### config.mk
export PLATFORM = sky130hd
export DESIGN_NAME = photon_pulse_emulator
export DESIGN_NICKNAME = d
export VERILOG_FILES = /design/src/rtl/photon_pulse_emulator.sv
export SDC_FILE = /design/constraint.sdc
export NUM_CORES = 1
export LEC_CHECK = 0
export CORE_MARGIN = 1
export CORE_UTILIZATION = 35
export DETAILED_ROUTE_END_ITERATION = 8
export MAX_ROUTING_LAYER = met4
export SYNTH_ARGS = -nofsm -noshare
export SYNTH_HDL_FRONTEND = slang
export SYNTH_SLANG_ARGS = --single-unit
### constraint.sdc
create_clock -name main_clock -period 4.8 [get_ports main_clock]
set_input_delay 0.48 -clock main_clock [delete_from_list [all_inputs] [get_ports main_clock]]
set_output_delay 0.48 -clock main_clock [all_outputs]
set_load 0.005 [all_outputs]
### src/rtl/photon_pulse_emulator.sv
// Photon-counting PMT emulator: light-triggered exponential-decay emission plus optional dark counts.
// Optional feature: define EMU_DARK_COUNT_EN to enable LFSR-driven dark counts (dark_prob port is otherwise ignored).
module photon_pulse_emulator #(
  parameter logic [31:0] SEED        = 32'hACE1_2468,
  parameter int unsigned PULSE_WIDTH = 4,
  parameter int unsigned DEAD_TIME   = 10
) (
  input  logic        main_clock,
  input  logic        reset,
  input  logic        light_in,
  input  logic        enable,
  input  logic [15:0] delay_cycles,
  input  logic [3:0]  decay_shift,
  input  logic [15:0] base_prob,
  input  logic [15:0] dark_prob,
  output logic        pmt_out,
  output logic [31:0] pulse_count,
  output logic        busy,
  output logic [1:0]  state_dbg
);

  typedef enum logic [1:0] {
    IDLE  = 2'd0,
    DELAY = 2'd1,
    DECAY = 2'd2
  } state_t;

  localparam logic [31:0] LFSR_INIT = (SEED == 32'd0) ? 32'd1 : SEED;
  // Right-shifting Galois form of x^32+x^22+x^2+x+1.
  localparam logic [31:0] LFSR_TAPS = 32'h8020_0003;
  localparam logic [8:0]  EMIT_LOAD = 9'(PULSE_WIDTH + DEAD_TIME);
  localparam logic [8:0]  DEAD_LIM  = 9'(DEAD_TIME);

  // Input synchronizer and edge detector
  logic light_meta;
  logic light_sync;
  logic light_prev;
  logic light_edge;

  // Random source
  logic [31:0] lfsr;
  logic [31:0] lfsr_next;
  logic [15:0] rnd;

  // Decay state machine
  state_t      state;
  state_t      state_n;
  logic [15:0] delay_cnt;
  logic [15:0] delay_cnt_n;
  logic [19:0] elapsed;
  logic [19:0] elapsed_n;
  logic [19:0] decay_step;
  logic [19:0] decay_limit;
  logic [15:0] prob;

  // Emitter
  logic        decay_hit;
  logic        dark_hit;
  logic        emit_idle;
  logic        fire;
  logic [8:0]  emit_cnt;
  logic [31:0] pulse_total;

  assign light_edge = light_sync & ~light_prev;
  assign lfsr_next  = {1'b0, lfsr[31:1]} ^ (lfsr[0] ? LFSR_TAPS : 32'd0);
  assign rnd        = lfsr[15:0];

  always_ff @(posedge main_clock) begin
    if (reset) begin
      light_meta <= 1'b0;
      light_sync <= 1'b0;
      light_prev <= 1'b0;
      lfsr       <= LFSR_INIT;
    end else begin
      light_meta <= light_in;
      light_sync <= light_meta;
      light_prev <= light_sync;
      lfsr       <= lfsr_next;
    end
  end

  // Probability halves every 2^decay_shift clocks; 16 or more halvings leave nothing.
  assign decay_step  = elapsed >> decay_shift;
  assign decay_limit = 20'd16 << decay_shift;
  assign prob        = (decay_step >= 20'd16) ? 16'd0 : (base_prob >> decay_step[3:0]);

  always_ff @(posedge main_clock) begin
    if (reset) begin
      state     <= IDLE;
      delay_cnt <= 16'd0;
      elapsed   <= 20'd0;
    end else begin
      state     <= state_n;
      delay_cnt <= delay_cnt_n;
      elapsed   <= elapsed_n;
    end
  end

  // A detected edge always wins: it retriggers from any state and discards an old decay.
  always_comb begin
    state_n     = state;
    delay_cnt_n = delay_cnt;
    elapsed_n   = elapsed;
    if (light_edge) begin
      elapsed_n = 20'd0;
      if (delay_cycles == 16'd0) begin
        state_n     = DECAY;
        delay_cnt_n = 16'd0;
      end else begin
        state_n     = DELAY;
        delay_cnt_n = delay_cycles;
      end
    end else begin
      case (state)
        DELAY: begin
          if (delay_cnt <= 16'd1) begin
            state_n     = DECAY;
            delay_cnt_n = 16'd0;
            elapsed_n   = 20'd0;
          end else begin
            delay_cnt_n = delay_cnt - 16'd1;
          end
        end
        DECAY: begin
          if ((prob == 16'd0) || (elapsed >= decay_limit)) begin
            state_n   = IDLE;
            elapsed_n = 20'd0;
          end else begin
            elapsed_n = elapsed + 20'd1;
          end
        end
        default: begin
          state_n     = IDLE;
          delay_cnt_n = 16'd0;
          elapsed_n   = 20'd0;
        end
      endcase
    end
  end

`ifdef EMU_DARK_COUNT_EN
  assign dark_hit = (rnd < dark_prob);
`else
  logic unused_dark;
  assign dark_hit    = 1'b0;
  assign unused_dark = ^dark_prob;
`endif

  // emit_cnt holds the clocks left in high+dead; the last dead clock may already fire,
  // which gives a back-to-back period of exactly PULSE_WIDTH+DEAD_TIME.
  assign emit_idle = (emit_cnt <= 9'd1);
  assign decay_hit = (state == DECAY) && (rnd < prob);
  assign fire      = enable && emit_idle && (decay_hit || dark_hit);

  // Counting fires equals counting rising edges whenever DEAD_TIME is nonzero.
  always_ff @(posedge main_clock) begin
    if (reset) begin
      emit_cnt    <= 9'd0;
      pmt_out     <= 1'b0;
      pulse_total <= 32'd0;
    end else if (fire) begin
      emit_cnt <= EMIT_LOAD;
      pmt_out  <= 1'b1;
      if (pulse_total != 32'hFFFF_FFFF) begin
        pulse_total <= pulse_total + 32'd1;
      end
    end else if (emit_cnt != 9'd0) begin
      emit_cnt <= emit_cnt - 9'd1;
      pmt_out  <= ((emit_cnt - 9'd1) > DEAD_LIM);
    end else begin
      pmt_out <= 1'b0;
    end
  end

  assign pulse_count = pulse_total;
  assign busy        = (state != IDLE);
  assign state_dbg   = state;

endmodule

==> out/qor.yml <==
grt_usage: 0.186
die_area_mm2: 0.0220
fin_crit_sh: 0.954
leakagePower_nw: 3.76
dp_hpwl_um: 14200
p_comb_frac: 0.209
ys.warnings.count: 0
routabilityCongestion: 0.874
hp-class: "flip-flop to flip-flop"
antenna_found_initial: 0
setup_viol: 0
powerDensity_mw_per_mm2: 299
place_inst: 1287
swShare: 0.271
ys_ff_latch: 115
drive_above_1_share: 0.205
overflow: 0
p_clk_frac: 0.429
firstDrtPassIters: 5
placementRows: 53
layout.nets: 1139
dr_total_vias: 7330
intPower_mw: 2.17
worstPathMaxFanout: 8
drtAntennaViolNets: 0
netlist_instances: 891
tns_ns: 0
cts_root_buffer: "clkbuf_16"
maxSlewViolCount: 0
avgRoutedWirePerCell_um: 15.2
critPathRequiredTime_ns: 5.13
drcViolationCount: 0
finClkSkew_ns: 0.0112
syn2layout_area_growth_pct: 32.9
synthesis.area_mm2: 0.00750
ios: 92
worst-setup-path-type: "flip-flop to flip-flop"
arrival_ns: 4.91
relSlewSlack: 0.410
drtIter0Drc: 516
end_kind: "flip-flop"
routed_wl_um: 20300
clk_latency_ns: 0.41
finalHoldViolCount: 0
avgSynthCellArea_um2: 8.41
cts_buffer_depth: 2
cts_tree: "done"
fp.dieW_um: 148
first_global_vias: 6655
tightest_slew_ns: 0.884
vdd_ir_drop_max_mv: 0.282
synthFlopType: "dfxtp_1"
cts_made_buffers: 17
clk_pin_slew_worst_paths_ns: 0.05
syn_nets: 986
grt_max_degree: 69
synth_edf_count: 0
io_buffers: 75
power_switching_mw: 0.806
clkSinkCount: 115
outcome: "completed"
nFillCells: 2035
timing.fmax_ghz: 0.218
die_h_um: 148
grt_pass1_wl_um: 32200
antennaDiodeCount: 0
core_mm2: 0.0210
synth_cell_types: 69
start_util: 0.357
viasPerCell: 5.51
fin_crit_ns: 4.58
cts_max_level: 4
p_seq_frac: 0.362
fin_cells: 1331
max_cap_viol_count: 0
crit_path_start_kind: "flip-flop"
yosysSeqAreaShare: 0.307
async_flop_share: 0
[routing by layer]
layer,global-route usage,share of wire,vias up
li1,-,-,3631
met1,0.255,0.49,3448
met2,0.276,0.44,222
met3,0.0334,0.062,29
met4,0.0562,0.016,0
met5,-,0,-
[worst max-delay path, stage by stage (launching register included)]
cell      delay (ns)
dfxtp_1         0.38
mux4_2          0.50
mux4_2          0.61
mux2i_2         0.24
inv_1           0.06
a222oi_1        0.43
o21ai_1         0.14
inv_1           0.08
ha_1            0.23
a21o_1          0.18
a21o_1          0.17
a21oi_1         0.18
o21ai_1         0.12
a21oi_4         0.25
o311ai_2        0.23
or4_1           0.55
a21oi_1         0.15
[power groups by stage]
stage	sequential [mW]	combinational, mW	clock, mW
floorplan	1.08	0.426	0
global placement	1.10	0.600	0
detailed placement	1.10	0.606	0
CTS	1.08	0.610	1.31
global route	1.09	0.705	1.34
finish	1.08	0.621	1.28
[final timing paths]
| path | startpoint | end | slack [ns] | depth (start not counted) |
|---|---|---|---|---|
| max | elapsed[9]$_SDFFE_PP0P_ | pulse_count[29]$_SDFFE_PP0P_ | 0.22 | 16 |
| min | lfsr[30]$_SDFF_PP0_ | lfsr[29]$_SDFF_PP1_ | 0.41 | 1 |
| max reg2reg | elapsed[9]$_SDFFE_PP0P_ | pulse_count[29]$_SDFFE_PP0P_ | 0.22 | 16 |
| min reg2reg | lfsr[30]$_SDFF_PP0_ | lfsr[29]$_SDFF_PP1_ | 0.41 | 1 |
[cells in the final DEF, fill, tap and decap left out, types with 6 or more instances in the layout]
cell and n:
dfxtp_1 115, buf_4 102, nand2_1 83, clkdlybuf4s50_1 72, nor2_1 60, a21oi_1 51, o21ai_0 49, nand3_1 45
ha_1 39, mux2i_1 31, inv_1 29, nor2b_1 29, or3_1 27, nand4_1 26, mux4_2 23, or2_2 20
clkbuf_16 17, nor3_1 15, and3_1 14, nor4_1 13, xnor2_1 11, and2_1 10, a31oi_1 10, a22oi_1 9
a222oi_1 9, a21o_1 8, xor2_1 8, nand2b_1 7, o21a_1 6, buf_6 6
[synth_stat cells (all sizes together) (6+ instances only)]
| cell type | instances | share of area |
|---|---|---|
| dfxtp | 115 | 0.31 |
| nand2 | 83 | 0.042 |
| nor2 | 61 | 0.031 |
| a21oi | 54 | 0.036 |
| o21ai | 52 | 0.035 |
| nand3 | 45 | 0.030 |
| clkbuf | 41 | 0.021 |
| ha | 39 | 0.065 |
| mux2i | 34 | 0.046 |
| inv | 29 | 0.015 |
| nor2b | 29 | 0.024 |
| nand4 | 27 | 0.023 |
| or3 | 27 | 0.023 |
| mux4 | 22 | 0.066 |
| or2 | 20 | 0.017 |
| nor3 | 16 | 0.011 |
| buf | 15 | 0.016 |
| and3 | 14 | 0.012 |
| nor4 | 14 | 0.012 |
| a22oi | 11 | 0.012 |
| and2 | 11 | 0.0092 |
| xnor2 | 11 | 0.013 |
| a31oi | 10 | 0.0083 |
| a222oi | 9 | 0.012 |
| a21o | 8 | 0.0080 |
| xor2 | 8 | 0.0093 |
| nand2b | 7 | 0.0058 |
| o21a | 6 | 0.0060 |
| o311ai | 6 | 0.0093 |
[registers in the layout, summed over array words and instances (netlist names)]
| register | count |
|---|---|
| state_dbg | 2 |
| pulse_count | 32 |
| light_meta | 1 |
| emit_cnt | 9 |
| light_prev | 1 |
| light_sync | 1 |
| lfsr | 32 |
| pmt_out | 1 |
| elapsed | 20 |
| delay_cnt | 16 |
[area by class of cell]
type / count / area (µm²) / share of cell area
Clock inverter: 9 / 129 / 0.0129
Inverter: 30 / 113 / 0.0113
Timing Repair Buffer: 187 / 1610 / 0.162
Clock buffer: 22 / 474 / 0.0476
Multi-Input combinational cell: 693 / 4980 / 0.500
Sequential cell: 115 / 2300 / 0.231
Tap cell: 275 / 344 / 0.0345
[per-stage QoR]
step / util / setup slack (ns) / power [mW] / instance area (µm²) / hold slack [ns]
2_1_floorplan: - / 0.0272 / 1.51 / 7500 / 0.389
5_1_grt: 0.474 / -0.0177 / 3.14 / 9960 / 0.432
3_5_place_dp: 0.433 / -0.473 / 1.70 / 9100 / 0.399
3_3_place_gp: 0.433 / -0.475 / 1.70 / 9100 / 0.393
6_report: 0.474 / 0.221 / 2.98 / 9960 / 0.407
4_1_cts: 0.462 / 0.0362 / 2.99 / 9720 / 0.411
[cell families after synthesis]
group           share of synthesized area
fa+ha+maj                          0.0651
xor+xnor                           0.0222
compound gates                      0.180
buf+inv                            0.0514
simple gates                        0.255
mux                                 0.119
flops                               0.307
[timing repair]
| action | in CTS | in global routing |
|---|---|---|
| gates cloned | 0 | 6 |
| setup buffers | 1 | 6 |
| endpoints found under the setup margin | 20 | 36 |
| hold buffers | 0 | 0 |
| pin swaps | 1 | 1 |
| gates resized for setup | 2 | 30 |
| hold endpoints to repair | 0 | 0 |
(Power assumes the default switching activity.)
